## config.mk

```make
export PLATFORM = sky130hd
export DESIGN_NAME = vga_fb_arbiter_flat
export DESIGN_NICKNAME = d
export VERILOG_FILES = /design/src/rtl/vga_fb_arbiter_if.sv /design/src/rtl/vga_fb_arbiter.sv /design/src/flat_wrapper.sv
export SDC_FILE = /design/constraint.sdc
export NUM_CORES = 1
export LEC_CHECK = 0
export ABC_AREA = 1
export CAP_MARGIN = 5
export CORE_ASPECT_RATIO = 1.4
export CORE_UTILIZATION = 54
export CTS_BUF_LIST = sky130_fd_sc_hd__clkbuf_16
export DETAILED_ROUTE_END_ITERATION = 7
export GPL_ROUTABILITY_DRIVEN = 0
export PLACE_DENSITY = 0.95
export SLEW_MARGIN = 15
export SYNTH_ARGS = -nofsm -noshare
export SYNTH_HDL_FRONTEND = slang
export SYNTH_SLANG_ARGS = --single-unit
export TNS_END_PERCENT = 20
```

## constraint.sdc

```tcl
create_clock -name i_clk -period 5.4 [get_ports i_clk]
set_input_delay 1.35 -clock i_clk [delete_from_list [all_inputs] [get_ports i_clk]]
set_output_delay 1.35 -clock i_clk [all_outputs]
set_load 0.005 [all_outputs]
```

## src/rtl/vga_fb_arbiter_if.sv

```systemverilog
// vga_fb_arbiter_if: line-fetch, pixel-writer and SRAM pin bundle for vga_fb_arbiter.
// The slave modport is the arbiter's view; master is the surrounding logic's view.
interface vga_fb_arbiter_if #(
  parameter int unsigned ADDR_W = 20,
  parameter int unsigned DATA_W = 16
) ();
  logic              i_line_req;
  logic [8:0]        i_line_y;
  logic              o_rd_valid;
  logic [DATA_W-1:0] o_rd_data;
  logic [9:0]        o_rd_x;
  logic              o_line_done;
  logic              o_line_overrun;
  logic              i_wr_valid;
  logic [ADDR_W-1:0] i_wr_addr;
  logic [DATA_W-1:0] i_wr_data;
  logic              o_wr_ready;
  logic              o_wr_err;
  logic [ADDR_W-1:0] o_sram_addr;
  logic [DATA_W-1:0] o_sram_wdata;
  logic              o_sram_we_n;
  logic              o_sram_oe_n;
  logic [DATA_W-1:0] i_sram_rdata;
  logic              o_busy;

  modport master (
    output i_line_req, i_line_y, i_wr_valid, i_wr_addr, i_wr_data, i_sram_rdata,
    input  o_rd_valid, o_rd_data, o_rd_x, o_line_done, o_line_overrun, o_wr_ready,
           o_wr_err, o_sram_addr, o_sram_wdata, o_sram_we_n, o_sram_oe_n, o_busy
  );

  modport slave (
    input  i_line_req, i_line_y, i_wr_valid, i_wr_addr, i_wr_data, i_sram_rdata,
    output o_rd_valid, o_rd_data, o_rd_x, o_line_done, o_line_overrun, o_wr_ready,
           o_wr_err, o_sram_addr, o_sram_wdata, o_sram_we_n, o_sram_oe_n, o_busy
  );
endinterface

```

## src/rtl/vga_fb_arbiter.sv

```systemverilog
// vga_fb_arbiter: shares one 16-bit frame-buffer SRAM between VGA line prefetch bursts
// (H_ACT reads per line request) and a one-word-per-cycle pixel writer.
// Optional: define VGA_FB_WR_STARVE_GUARD_EN to insert a write slot into a read burst
// after STARVE_MAX consecutive read cycles with a writer waiting.
module vga_fb_arbiter #(
  parameter int unsigned H_ACT      = 640,
  parameter int unsigned V_ACT      = 480,
  parameter int unsigned ADDR_W     = 20,
  parameter int unsigned DATA_W     = 16,
  parameter int unsigned STARVE_MAX = 8
) (
  input logic             i_clk,
  input logic             i_rst,
  vga_fb_arbiter_if.slave bus
);

`ifdef VGA_FB_WR_STARVE_GUARD_EN
  localparam bit GuardEn = 1'b1;
`else
  localparam bit GuardEn = 1'b0;
`endif

  localparam int unsigned CW = $clog2(H_ACT + 1);
  localparam int unsigned SW = $clog2(STARVE_MAX + 1);
  localparam logic [ADDR_W-1:0] FrameWords = ADDR_W'(H_ACT * V_ACT);

  typedef enum logic [1:0] {StIdle, StWrite, StRead, StDrain} state_e;

  state_e            state_q;
  logic [ADDR_W-1:0] sram_addr_q;
  logic [DATA_W-1:0] sram_wdata_q;
  logic              sram_we_n_q;
  logic              sram_oe_n_q;
  logic [ADDR_W-1:0] rd_next_q;   // next read address to issue
  logic [CW-1:0]     rd_cnt_q;    // read addresses issued so far in this burst
  logic [9:0]        bus_x_q;     // column of the read address currently on the pins
  logic [SW-1:0]     starve_q;
  logic              rd_valid_q;
  logic [DATA_W-1:0] rd_data_q;
  logic [9:0]        rd_x_q;
  logic              line_done_q;
  logic              line_overrun_q;
  logic              wr_err_q;
  logic              busy_q;

  logic              can_take;
  logic              line_accept;
  logic              issue_done;
  logic              starve_slot;
  logic              wr_ready;
  logic              wr_fire;
  logic              wr_in_range;
  logic [ADDR_W-1:0] line_base;

  // Request decode, write-ready and the starvation write slot.
  always_comb begin
    can_take    = (state_q == StIdle) || (state_q == StWrite);
    line_accept = can_take && bus.i_line_req && (bus.i_line_y < 9'(V_ACT));
    issue_done  = (rd_cnt_q == CW'(H_ACT));
    starve_slot = GuardEn && (state_q == StRead) && (starve_q == SW'(STARVE_MAX)) &&
                  !issue_done;
    wr_ready    = (can_take && !bus.i_line_req) || starve_slot;
    wr_fire     = bus.i_wr_valid && wr_ready;
    wr_in_range = (bus.i_wr_addr < FrameWords);
    line_base   = ADDR_W'(bus.i_line_y) * ADDR_W'(H_ACT);
  end

  // Arbiter FSM with registered SRAM pins and read-return pipeline.
  always_ff @(posedge i_clk) begin
    if (i_rst) begin
      state_q        <= StIdle;
      sram_addr_q    <= '0;
      sram_wdata_q   <= '0;
      sram_we_n_q    <= 1'b1;
      sram_oe_n_q    <= 1'b1;
      rd_next_q      <= '0;
      rd_cnt_q       <= '0;
      bus_x_q        <= '0;
      starve_q       <= '0;
      rd_valid_q     <= 1'b0;
      rd_data_q      <= '0;
      rd_x_q         <= '0;
      line_done_q    <= 1'b0;
      line_overrun_q <= 1'b0;
      wr_err_q       <= 1'b0;
      busy_q         <= 1'b0;
    end else begin
      sram_we_n_q    <= 1'b1;
      sram_oe_n_q    <= 1'b1;
      wr_err_q       <= 1'b0;
      busy_q         <= 1'b0;
      line_overrun_q <= bus.i_line_req && !line_accept;
      // Asynchronous SRAM: data for the address on the pins is captured at this edge.
      rd_valid_q     <= !sram_oe_n_q;
      line_done_q    <= !sram_oe_n_q && (bus_x_q == 10'(H_ACT - 1));
      if (!sram_oe_n_q) begin
        rd_data_q <= bus.i_sram_rdata;
        rd_x_q    <= bus_x_q;
      end

      unique case (state_q)
        StIdle, StWrite: begin
          if (line_accept) begin
            state_q     <= StRead;
            busy_q      <= 1'b1;
            sram_addr_q <= line_base;
            sram_oe_n_q <= 1'b0;
            bus_x_q     <= '0;
            rd_next_q   <= line_base + ADDR_W'(1);
            rd_cnt_q    <= CW'(1);
            starve_q    <= '0;
          end else if (wr_fire) begin
            state_q <= StWrite;
          end else begin
            state_q <= StIdle;
          end
        end
        StRead: begin
          busy_q <= 1'b1;
          if (starve_slot) begin
            // Read address pauses this cycle; the write below takes the pins.
            starve_q <= '0;
          end else if (issue_done) begin
            state_q <= StDrain;
          end else begin
            sram_addr_q <= rd_next_q;
            sram_oe_n_q <= 1'b0;
            bus_x_q     <= 10'(rd_cnt_q);
            rd_next_q   <= rd_next_q + ADDR_W'(1);
            rd_cnt_q    <= rd_cnt_q + CW'(1);
            starve_q    <= (GuardEn && bus.i_wr_valid) ? starve_q + SW'(1) : '0;
          end
        end
        StDrain: begin
          state_q <= StIdle;
        end
        default: begin
          state_q <= StIdle;
        end
      endcase

      if (wr_fire) begin
        if (wr_in_range) begin
          sram_addr_q  <= bus.i_wr_addr;
          sram_wdata_q <= bus.i_wr_data;
          sram_we_n_q  <= 1'b0;
        end else begin
          wr_err_q <= 1'b1;
        end
      end
    end
  end

  assign bus.o_wr_ready     = wr_ready;
  assign bus.o_sram_addr    = sram_addr_q;
  assign bus.o_sram_wdata   = sram_wdata_q;
  assign bus.o_sram_we_n    = sram_we_n_q;
  assign bus.o_sram_oe_n    = sram_oe_n_q;
  assign bus.o_rd_valid     = rd_valid_q;
  assign bus.o_rd_data      = rd_data_q;
  assign bus.o_rd_x         = rd_x_q;
  assign bus.o_line_done    = line_done_q;
  assign bus.o_line_overrun = line_overrun_q;
  assign bus.o_wr_err       = wr_err_q;
  assign bus.o_busy         = busy_q;

endmodule

```

## src/flat_wrapper.sv

```systemverilog
// flat-port wrapper written by rule: the top's interface ports become plain ports
module vga_fb_arbiter_flat 
#(
  parameter int unsigned H_ACT      = 640,
  parameter int unsigned V_ACT      = 480,
  parameter int unsigned ADDR_W     = 20,
  parameter int unsigned DATA_W     = 16,
  parameter int unsigned STARVE_MAX = 8
)
  (i_clk, i_rst, bus_i_line_req, bus_i_line_y, bus_i_wr_valid, bus_i_wr_addr, bus_i_wr_data, bus_i_sram_rdata, bus_o_rd_valid, bus_o_rd_data, bus_o_rd_x, bus_o_line_done, bus_o_line_overrun, bus_o_wr_ready, bus_o_wr_err, bus_o_sram_addr, bus_o_sram_wdata, bus_o_sram_we_n, bus_o_sram_oe_n, bus_o_busy);
  vga_fb_arbiter_if #(.ADDR_W(ADDR_W), .DATA_W(DATA_W)) bus_i ();
  input logic i_clk;
  input logic i_rst;
  input wire logic [$bits(bus_i.i_line_req)-1:0] bus_i_line_req;
  input wire logic [$bits(bus_i.i_line_y)-1:0] bus_i_line_y;
  input wire logic [$bits(bus_i.i_wr_valid)-1:0] bus_i_wr_valid;
  input wire logic [$bits(bus_i.i_wr_addr)-1:0] bus_i_wr_addr;
  input wire logic [$bits(bus_i.i_wr_data)-1:0] bus_i_wr_data;
  input wire logic [$bits(bus_i.i_sram_rdata)-1:0] bus_i_sram_rdata;
  output wire logic [$bits(bus_i.o_rd_valid)-1:0] bus_o_rd_valid;
  output wire logic [$bits(bus_i.o_rd_data)-1:0] bus_o_rd_data;
  output wire logic [$bits(bus_i.o_rd_x)-1:0] bus_o_rd_x;
  output wire logic [$bits(bus_i.o_line_done)-1:0] bus_o_line_done;
  output wire logic [$bits(bus_i.o_line_overrun)-1:0] bus_o_line_overrun;
  output wire logic [$bits(bus_i.o_wr_ready)-1:0] bus_o_wr_ready;
  output wire logic [$bits(bus_i.o_wr_err)-1:0] bus_o_wr_err;
  output wire logic [$bits(bus_i.o_sram_addr)-1:0] bus_o_sram_addr;
  output wire logic [$bits(bus_i.o_sram_wdata)-1:0] bus_o_sram_wdata;
  output wire logic [$bits(bus_i.o_sram_we_n)-1:0] bus_o_sram_we_n;
  output wire logic [$bits(bus_i.o_sram_oe_n)-1:0] bus_o_sram_oe_n;
  output wire logic [$bits(bus_i.o_busy)-1:0] bus_o_busy;
  assign bus_i.i_line_req = bus_i_line_req;
  assign bus_i.i_line_y = bus_i_line_y;
  assign bus_i.i_wr_valid = bus_i_wr_valid;
  assign bus_i.i_wr_addr = bus_i_wr_addr;
  assign bus_i.i_wr_data = bus_i_wr_data;
  assign bus_i.i_sram_rdata = bus_i_sram_rdata;
  assign bus_o_rd_valid = bus_i.o_rd_valid;
  assign bus_o_rd_data = bus_i.o_rd_data;
  assign bus_o_rd_x = bus_i.o_rd_x;
  assign bus_o_line_done = bus_i.o_line_done;
  assign bus_o_line_overrun = bus_i.o_line_overrun;
  assign bus_o_wr_ready = bus_i.o_wr_ready;
  assign bus_o_wr_err = bus_i.o_wr_err;
  assign bus_o_sram_addr = bus_i.o_sram_addr;
  assign bus_o_sram_wdata = bus_i.o_sram_wdata;
  assign bus_o_sram_we_n = bus_i.o_sram_we_n;
  assign bus_o_sram_oe_n = bus_i.o_sram_oe_n;
  assign bus_o_busy = bus_i.o_busy;
  vga_fb_arbiter #(.H_ACT(H_ACT), .V_ACT(V_ACT), .ADDR_W(ADDR_W), .DATA_W(DATA_W), .STARVE_MAX(STARVE_MAX)) u_core (.i_clk(i_clk), .i_rst(i_rst), .bus(bus_i));
endmodule
```

==> impl_metrics.toml <==
[sta]
max-slew-margin-rel_pct = 42.85
grt_setup_unrepaired = "no"
maxClockFrequency_mhz = 262.6
setup_violation_total_in_the_final_timing_report = 0
final_min_period_over_clock_period_pct = 70.53
tightestPinTransition_ps = 855.2
totalNegativeSetupSlack_ps = 0
maxSlewViolCount = 0
hold_viol_final = 0
finalWorstPathRequiredPeriod_ps = 3809
clock_skew_ps = 5.710

[critical_path]
timing.rr.start = "u_core.state_q[1]"
crit-reg2reg-capture = "u_core.bus.o_sram_addr[7]"
rr_worst_depth = 8
crit_family = "buffers and inverters"
critical_path.slowest_cell = "sky130_fd_sc_hd__clkdlybuf4s50_1"
critical_path.n_buffers_inverters = 2
reg2reg_slack_ps = 2770
worst_ep_required_time_ps = 4050
worst_setup_path_end_kind = "primary output"
slowest_delay_ps = 520
critical_path.cell_chain = "clkdlybuf4s50_1 > nor2_1 > clkdlybuf4s50_1"
critical_path.startpoint = "bus_i_line_req"
timing.critical_path.mode_cell = "sky130_fd_sc_hd__clkdlybuf4s50_1"
worstSetupStartpointType = "input pin"
path_length_in_cells_of_the_critical_path = 3
worstSetupEndpoint = "bus_o_wr_ready"
timing.critical_path.fanout_max = 3
critical_path_arrival_ps = 2460
worst-setup-path-type = "in2out"

[detailed_routing]
dr.first_iter.drc_count = 305
dr_wl_met2_um = 7550
highest_metal_layer_with_signal_wires = "met4"
first_pass_iters = 5
finalWirelength_um = 14450
m1WireLength_um = 5148
drc = 0
num_vias = 5652
met3WireLength_um = 1044
detail_routed_net_length_per_standard_cell_um = 13.53
routed_via_density = 5.292
ant_nets = 0

[pwr]
vdd_ir_drop_max_uv = 150.4
power.leakage_uw = 0.002957
power_frac_seq_pct = 46.7
power.combinational.fraction_pct = 19.7
sw_frac_of_total_pct = 27.96
switching_component_of_the_power_uw = 545.2
cellPowerDensity_mw_per_mm2 = 274.9
cellInternalPower_uw = 1405
clock_power_share_pct = 33.6

[placed_design]
dp.cells = 1053
port-buffer-count = 134
detailedPlacementHpwl_um = 10340

[die]
die-area_mm2 = 0.01052
die_w_um = 86.98
core_area_mm2 = 0.009846
die_height_um = 121.0
rows = 43
initial_utilization_pct = 55.45
io-pin-count = 135

[global_routing]
grt_pass1_vias = 5306
grt_overflow_total = 0
grt_start_max_net_pins = 56
grt_antenna_before_repair = 0
global_route.usage.total_pct = 28.08
grt_first_pass_wirelength_um = 23120

[synthesis]
synth_flop_cell = "sky130_fd_sc_hd__dfxtp_1"
most_frequent_cell_after_synthesis = "sky130_fd_sc_hd__nand2_1"
syn-num-nets = 896
synth.top_cell.area_share_pct = 40.71
synth_enable_flop_cells = 0
synth.ff_latch_count = 111
mappedNetlistArea_mm2 = 0.005459
synth_area_leaders = "sky130_fd_sc_hd__dfxtp_1, sky130_fd_sc_hd__nand2_1, sky130_fd_sc_hd__nor2_1, sky130_fd_sc_hd__nand3_1, sky130_fd_sc_hd__o21ai_0"
synth_area_per_cell_um2 = 6.715
share_of_flip_flops_with_an_asynchronous_set_or_reset_after_synthesis_pct = 0
synth.distinct_cells = 36
netlist_instances = 813
synth.yosys.warnings = 0
synth-seq-area-share_pct = 40.71
synth_commonest_cells = "sky130_fd_sc_hd__nand2_1, sky130_fd_sc_hd__nor2_1, sky130_fd_sc_hd__dfxtp_1, sky130_fd_sc_hd__inv_1"
yosys.area.top_type = "sky130_fd_sc_hd__dfxtp_1"

[clocking]
post_cts_resize_count = 0
clkLatencyLatePin_ps = 350
post_cts_buffers = 0
cts_sinks = 111
cts_tree = "yes"
worst_setup_hold_path_clk_slew_ps = 70
cts_buffer_depth = 2
numCtsBuffers = 9
cts-hold-fix-buffers = 0
cts_root_buffer = "sky130_fd_sc_hd__clkbuf_16"
htree_num_levels = 3

[hold_path]
hold_path_startpoint = "u_core.bus.o_sram_wdata[8]"
timing.hold.worst.class = "reg2reg"

[cells_and_area]
fillCellCount = 779
ff_latch_area_mm2 = 0.002222
final-instance-count-excl-fill = 1068
antenna_cells = 0
fin_nets = 1012
layout-drive-gt1-share_pct = 3.430
multi_input_area_mm2 = 0.002801
area.growth.synth_to_final_pct = 29.98

[run_status]
outcome = "finished, final reports clean"

[run]
total_of_max_cap_violations = 0
==> cell usage in the layout (no fill, tap or decap), types with 17 or more instances in the layout <==
master / synthesis / final
sky130_fd_sc_hd__o21ai_1: 18 / 18
sky130_fd_sc_hd__clkdlybuf4s50_1: 0 / 134
sky130_fd_sc_hd__inv_1: 63 / 63
sky130_fd_sc_hd__nor2_1: 145 / 145
sky130_fd_sc_hd__dfxtp_1: 111 / 111
sky130_fd_sc_hd__nand2_1: 236 / 236
sky130_fd_sc_hd__o21ai_0: 55 / 55
sky130_fd_sc_hd__ha_1: 17 / 17
sky130_fd_sc_hd__a21oi_1: 28 / 28
sky130_fd_sc_hd__nand3_1: 55 / 55
==> tightest hold or removal path: stages, from the launching register on <==
cell and delay (ps):
sky130_fd_sc_hd__dfxtp_1 310, sky130_fd_sc_hd__nand2_1 60, sky130_fd_sc_hd__nand2_1 40
==> area by class of cell <==
cell class | count | share of cell area (%)
inverters | 69 | 3.685
flip-flops and latches | 111 | 31.32
multi-input cells | 602 | 39.48
clock buffers | 9 | 3.174
well taps | 135 | 2.381
repair buffers | 136 | 19.11
clock inverters | 6 | 0.8464
==> state kept, by name (all words and copies together) (netlist names), 2 cells and up <==
name and count:
u_core.rd_next_q 20, u_core.rd_cnt_q 10, u_core.bus.o_sram_wdata 16, u_core.bus.o_rd_data 16, u_core.bus.o_sram_addr 20, u_core.state_q 2, u_core.bus.o_rd_x 10, u_core.bus_x_q 10
==> metal layers <==
layer  vias to the layer above  GRT usage [%]
li1                       2825              -
met1                      2495          28.65
met2                       273          50.89
met3                        59          5.850
met4                         0          17.92
met5                         -              0
==> worst min path at each step <==
stage	cells past startpoint	slack (ps)	end
6_report	2	450	u_core.bus.o_sram_wdata[8]
5_1_grt	2	470	u_core.bus.o_sram_wdata[13]
3_3_place_gp	2	430	u_core.bus.o_sram_wdata[9]
3_5_place_dp	2	440	u_core.bus.o_sram_wdata[13]
2_1_floorplan	2	430	u_core.bus.o_rd_x[3]
4_1_cts	2	450	u_core.bus.o_sram_wdata[8]
==> through the flow <==
step / area (um^2) / utilization [%] / setup WS (ps) / total power [uW] / hold slack (ps)
3_3_place_gp: 6810 / 69.17 / 1601 / 1295 / 427.7
6_report: 7096 / 72.07 / 1591 / 1950 / 448.5
3_5_place_dp: 6810 / 69.17 / 1582 / 1307 / 436.8
4_1_cts: 7096 / 72.07 / 1588 / 1948 / 451.1
2_1_floorplan: 5459 / - / 2463 / 1140 / 434.1
5_1_grt: 7096 / 72.07 / 1499 / 2033 / 467.2
==> power groups by stage <==
| stage | clock network [uW] | logic, uW | registers [uW] |
|---|---|---|---|
| 2_1_floorplan | 0 | 218 | 922 |
| 3_3_place_gp | 0 | 370 | 925 |
| 3_5_place_dp | 0 | 380 | 927 |
| 4_1_cts | 657 | 382 | 909 |
| 5_1_grt | 691 | 425 | 916 |
| 6_report | 655 | 384 | 911 |
==> cells by family after synthesis <==
family	Yosys count	synth area share (%)
flip-flops	111	40.71
AO/OA/AOI/OAI	112	10.68
buffers and inverters	100	7.976
XOR/XNOR	4	0.6419
AND/OR/NAND/NOR	468	35.73
adder cells (fa/ha/maj)	18	4.263
(Power assumes the default switching activity.)
